==> src/rtl/vga_timing_gen.sv <==
// vga_timing_gen: 640x480@60 Hz VGA raster timing generator.
//
// Divides the board clock down to the pixel rate and walks a horizontal /
// vertical counter pair across the full raster, including blanking. Sync,
// visible-area and strobe outputs are registered on the same edge as the
// counters, so every output describes the coordinates presented with it.
//
// Optional feature macro: VGA_GAME_TICK_EN
//   defined   -> an 8-bit frame counter produces game_tick every GAME_DIV frames
//   undefined -> no frame counter is built and game_tick is tied to 0
//
// Ports:
//   clk        in   board clock (sole clock)
//   rst        in   synchronous active-high reset
//   pix_en     out  one-clk strobe per pixel step
//   h_cnt      out  pixel column, 0 .. H total - 1
//   v_cnt      out  line number, 0 .. V total - 1
//   hsync      out  horizontal sync, active low
//   vsync      out  vertical sync, active low
//   valid      out  high inside the visible area
//   line_tick  out  one-clk pulse when h_cnt wraps to 0
//   frame_tick out  one-clk pulse when (h_cnt, v_cnt) wraps to (0, 0)
//   game_tick  out  one-clk pulse every GAME_DIV frames
module vga_timing_gen #(
  parameter int unsigned PIX_DIV   = 4,
  parameter int unsigned H_VISIBLE = 640,
  parameter int unsigned H_FP      = 16,
  parameter int unsigned H_SYNC    = 96,
  parameter int unsigned H_BP      = 48,
  parameter int unsigned V_VISIBLE = 480,
  parameter int unsigned V_FP      = 10,
  parameter int unsigned V_SYNC    = 2,
  parameter int unsigned V_BP      = 33,
  parameter int unsigned GAME_DIV  = 1
) (
  input  logic       clk,
  input  logic       rst,
  output logic       pix_en,
  output logic [9:0] h_cnt,
  output logic [9:0] v_cnt,
  output logic       hsync,
  output logic       vsync,
  output logic       valid,
  output logic       line_tick,
  output logic       frame_tick,
  output logic       game_tick
);

  localparam int unsigned CW       = 10;
  localparam int unsigned DW       = 4;
  localparam int unsigned FW       = 8;
  localparam int unsigned H_TOTAL  = H_VISIBLE + H_FP + H_SYNC + H_BP;
  localparam int unsigned V_TOTAL  = V_VISIBLE + V_FP + V_SYNC + V_BP;
  localparam int unsigned HS_START = H_VISIBLE + H_FP;
  localparam int unsigned HS_END   = HS_START + H_SYNC - 1;
  localparam int unsigned VS_START = V_VISIBLE + V_FP;
  localparam int unsigned VS_END   = VS_START + V_SYNC - 1;

  logic [DW-1:0] div_q, div_d;
  logic          pix_en_q, pix_en_d;
  logic [CW-1:0] h_q, h_d;
  logic [CW-1:0] v_q, v_d;
  logic          hsync_q, hsync_d;
  logic          vsync_q, vsync_d;
  logic          valid_q, valid_d;
  logic          line_q, line_d;
  logic          frame_q, frame_d;

  // Pixel divider, raster counters and the decodes of the counters' next values
  always_comb begin
    div_d    = div_q + 1'b1;
    pix_en_d = 1'b0;
    h_d      = h_q;
    v_d      = v_q;
    line_d   = 1'b0;
    frame_d  = 1'b0;

    if (div_q == DW'(PIX_DIV - 1)) begin
      div_d    = '0;
      pix_en_d = 1'b1;
    end

    if (pix_en_q) begin
      if (h_q == CW'(H_TOTAL - 1)) begin
        h_d    = '0;
        line_d = 1'b1;
        if (v_q == CW'(V_TOTAL - 1)) begin
          v_d     = '0;
          frame_d = 1'b1;
        end else begin
          v_d = v_q + 1'b1;
        end
      end else begin
        h_d = h_q + 1'b1;
      end
    end

    // Decoded from next values so they line up with the registered counters
    hsync_d = ~((h_d >= CW'(HS_START)) && (h_d <= CW'(HS_END)));
    vsync_d = ~((v_d >= CW'(VS_START)) && (v_d <= CW'(VS_END)));
    valid_d = (h_d < CW'(H_VISIBLE)) && (v_d < CW'(V_VISIBLE));
  end

  // Timing state registers
  always_ff @(posedge clk) begin
    if (rst) begin
      div_q    <= '0;
      pix_en_q <= 1'b0;
      h_q      <= '0;
      v_q      <= '0;
      hsync_q  <= 1'b1;
      vsync_q  <= 1'b1;
      valid_q  <= 1'b1;
      line_q   <= 1'b0;
      frame_q  <= 1'b0;
    end else begin
      div_q    <= div_d;
      pix_en_q <= pix_en_d;
      h_q      <= h_d;
      v_q      <= v_d;
      hsync_q  <= hsync_d;
      vsync_q  <= vsync_d;
      valid_q  <= valid_d;
      line_q   <= line_d;
      frame_q  <= frame_d;
    end
  end

`ifdef VGA_GAME_TICK_EN
  logic [FW-1:0] fcnt_q, fcnt_d;
  logic          game_q, game_d;

  // Frame counter: fires on the frame strobe that completes GAME_DIV frames
  always_comb begin
    fcnt_d = fcnt_q;
    game_d = 1'b0;
    if (frame_d) begin
      if (fcnt_q == FW'(GAME_DIV - 1)) begin
        fcnt_d = '0;
        game_d = 1'b1;
      end else begin
        fcnt_d = fcnt_q + 1'b1;
      end
    end
  end

  // Frame counter registers
  always_ff @(posedge clk) begin
    if (rst) begin
      fcnt_q <= '0;
      game_q <= 1'b0;
    end else begin
      fcnt_q <= fcnt_d;
      game_q <= game_d;
    end
  end

  assign game_tick = game_q;
`else
  // GAME_DIV has no function without the frame counter
  logic [FW-1:0] unused_game_div;
  assign unused_game_div = FW'(GAME_DIV);
  assign game_tick       = 1'b0;
`endif

  assign pix_en     = pix_en_q;
  assign h_cnt      = h_q;
  assign v_cnt      = v_q;
  assign hsync      = hsync_q;
  assign vsync      = vsync_q;
  assign valid      = valid_q;
  assign line_tick  = line_q;
  assign frame_tick = frame_q;

endmodule

==> config.mk <==
export PLATFORM = sky130hd
export DESIGN_NAME = vga_timing_gen
export DESIGN_NICKNAME = d
export VERILOG_FILES = /design/src/rtl/vga_timing_gen.sv
export SDC_FILE = /design/constraint.sdc
export NUM_CORES = 1
export LEC_CHECK = 0
export ABC_AREA = 1
export BUFFER_PORTS_ARGS = -buffer_cell sky130_fd_sc_hd__buf_4
export CAP_MARGIN = 0
export CORE_ASPECT_RATIO = 0.75
export CORE_MARGIN = 2
export CORE_UTILIZATION = 40
export CTS_CLUSTER_DIAMETER = 60
export CTS_CLUSTER_SIZE = 16
export DETAILED_ROUTE_END_ITERATION = 10
export PLACE_DENSITY = 0.62
export SLEW_MARGIN = 20
export SYNTH_ARGS = -nofsm -noshare
export SYNTH_HDL_FRONTEND = slang
export SYNTH_SLANG_ARGS = --single-unit
==> constraint.sdc <==
create_clock -name clk -period 1.7 [get_ports clk]
set_clock_uncertainty 0.2 [all_clocks]
set_input_delay 0.34 -clock clk [delete_from_list [all_inputs] [get_ports clk]]
set_output_delay 0.34 -clock clk [all_outputs]
set_load 0.01 [all_outputs]
==> flow_summary.json <==
{
  "run_status": "finished with violations",
  "violations": "negative setup slack",
  "final.fill_count": 351,
  "cp.buffers_inverters": 2,
  "grt.total_usage_pct": 21.7,
  "fmax_mhz": 554,
  "gp_congestion": 0.898,
  "pin_count": 29,
  "drive_gt1_share_pct": 48.9,
  "cap_violations": 0,
  "ys_seq_area_share_pct": 37.1,
  "dpl-instance-area_sq_um": 2230,
  "endpoint_kind": "flip-flop",
  "pre_cts_slack_ps": -143,
  "synthCells": 236,
  "min_period_over_period_pct": 106,
  "hold_ws_ps": 240,
  "numClockSinks": 30,
  "grt_pass1_wl_mm": 7.56,
  "min_period_ps": 1800,
  "grt-ovfl-total": 0,
  "reg2reg_depth": 10,
  "ys_seq_elements": 30,
  "vdd_drop_max_mv": 0.619,
  "cp_max_fo": 5,
  "root_buffer": "clkbuf_8",
  "power.density_nw_per_um2": 568,
  "synth-compound-area-share_pct": 6.41,
  "synthSimpleGateAreaFrac_pct": 42.7,
  "antennaDiodeCount": 0,
  "ff2ff_setup_slack_ps": -100,
  "path_cells": "nor2_2, nand3_4, nor2_4, nand2_1, nand2_1, nand3_2, inv_2, nand4_1, nand2_1, inv_1",
  "wire_per_inst_um": 12.8,
  "yosysMostFrequentCell": "nand2_1",
  "rr_endpoint": "valid",
  "die_area_sq_um": 4580,
  "synth_xor_area_share_pct": 1.08,
  "multi_input_area_sq_um": 1070,
  "cpPeakStageDelay_ps": 360,
  "post-route-util_pct": 65.6,
  "initial_core_util_pct": 40.7,
  "postRouteWirelength_mm": 4.80,
  "dp_hpwl_mm": 3.23,
  "start_kind": "flip-flop",
  "path_clk_slew_ps": 70,
  "core_sq_um": 3980,
  "dr.pass1.iters": 4,
  "synth_common_cells": "nand2_1 (53), nor2_1 (44), dfxtp_1 (30)",
  "nNetsFinal": 325,
  "r2r-start": "h_cnt[5]",
  "synth.avg_cell_area_sq_um": 6.87,
  "finalHoldViolations": 0,
  "rsz0062_at_grt": "true",
  "synth_area_leaders": "dfxtp_1 (37%), nand2_1 (12%), nor2_1 (10%)",
  "synth_top_area_share_pct": 37.1,
  "layout_setup_ws_ps": -104,
  "port_buffers": 27,
  "grt_max_degree": 16,
  "fp.dieH_um": 59.1,
  "cp.required_ps": 1690,
  "synth_edf_count": 0,
  "synth-async-reset-ratio_pct": 0,
  "detail-route-antenna-nets": 0,
  "path_delay_family": "simple AND/OR/NAND/NOR gates",
  "min_from": "rst",
  "p_leak_nw": 1.12,
  "synth_cell_type_count": 35,
  "clock_path_buffers": 2,
  "cp.arrival_ps": 1790,
  "cp_common_cell": "nand2_1",
  "hold_buffers": 0,
  "setup_viol": 5,
  "rows": 20,
  "die_w_um": 77.5,
  "grt_pass1_vias": 1592,
  "synth_nets": 242,
  "seq_area_sq_um": 623,
  "ys.flop_type": "dfxtp_1",
  "via_per_inst": 4.71,
  "drt-initial-drc-count": 71,
  "synth_top_family_by_area": "simple AND/OR/NAND/NOR gates",
  "hold_end": "v_cnt[2]",
  "cts_tree": "done",
  "slew_viol_final": 0,
  "setup.worst_path.class": "flip-flop to flip-flop",
  "cp_slowest_cell": "dfxtp_1",
  "netlist.top_cell.by_area": "dfxtp_1",
  "holdPathStages": 3,
  "antenna_found_initial": 0,
  "ys_warn_count": 0,
  "area_growth_pct": 61.2,
  "hp-class": "input port to flip-flop",
  "synth_fa_ha_area_share_pct": 3.09,
  "vias": 1762,
  "cts_max_level": 2,
  "synth_area_sq_um": 1620,
  "cts_made_buffers": 5,
  "post-route-drc-count": 0,
  "synth_mux_area_share_pct": 0,
  "fin_area_sq_um": 2610,
  "total_power_mw": 1.48,
  "worstSkewPairLatency_ps": 290
}
[worst max path at each step]
stage	startpoint	depth (start not counted)	end	slack [ps]
4_1_cts	h_cnt[0]	11	valid	-70
3_3_place_gp	v_cnt[0]	14	vsync	-170
2_1_floorplan	h_cnt[1]	11	vsync	5
3_5_place_dp	v_cnt[0]	14	vsync	-140
5_1_grt	h_cnt[0]	12	valid	-250
6_report	h_cnt[5]	10	valid	-100
[cell type report]
| cell class | count | area share [%] |
|---|---|---|
| clock buffer | 7 | 4.12 |
| multi-input combinational | 170 | 40.9 |
| sequential | 30 | 23.9 |
| inverter | 32 | 4.89 |
| timing repair buffer | 80 | 23.6 |
| tap | 55 | 2.64 |
[metal layers]
| layer | vias to the layer above | wire [um] | share of wire (%) | global-route usage, % |
|---|---|---|---|---|
| met5 | - | 0 | 0 | 0 |
| met4 | 0 | 59 | 1.2 | 6.89 |
| met3 | 7 | 178 | 3.7 | 4.57 |
| met2 | 27 | 2270 | 47 | 34.4 |
| met1 | 818 | 2290 | 48 | 30.0 |
| li1 | 910 | - | - | - |
[registers in the layout, summed over array words and instances, names as in the netlist]
signal      count
valid           1
hsync           1
vsync           1
v_cnt          10
frame_tick      1
pix_en          1
line_tick       1
div_q           4
h_cnt          10
[cells in the final DEF (no fill, tap or decap), types with 6 or more instances in the layout]
cell / n
buf_4: 76
clkbuf_8: 6
dfxtp_1: 20
dfxtp_2: 6
inv_1: 23
inv_2: 7
nand2_1: 47
nand2_2: 7
nand3_1: 19
nor2_1: 31
nor2_2: 11
nor2_4: 10
[kinds of logic after synthesis]
family / count (synthesis)
xor gates and xnor gates: 2
DFF: 30
other: 1
buffers and inverters: 37
adders and majority gates: 4
AOI/OAI and AO/OA: 17
and+or+nand+nor: 145
[metrics by stage]
step	TNS, ps	cells
4_1_cts	-218	371
6_report	-374	374
2_1_floorplan	0	236
3_3_place_gp	-507	359
5_1_grt	-1430	374
3_5_place_dp	-577	359
[tightest hold or removal path, delay by kind of cell]
family	cells	cell delay, ps
buf+inv	2	290
simple gates	1	60
[where the power goes]
part / switching, mW / total [mW] / internal, mW
Clock: 0.279 / 0.688 / 0.409
Sequential: 0.0120 / 0.722 / 0.710
Combinational: 0.0415 / 0.0737 / 0.0323
Total: 0.332 / 1.48 / 1.15
[timing repair]
action | 4_1_cts | 5_1_grt
resized for setup | 29 | 33
endpoints found under the setup margin | 8 | 16
endpoints found under the hold margin | 0 | 0
cloned | 1 | 0
setup buffers | 4 | 3
pin swaps | 12 | 15
Power figures use the tool's default switching activity.
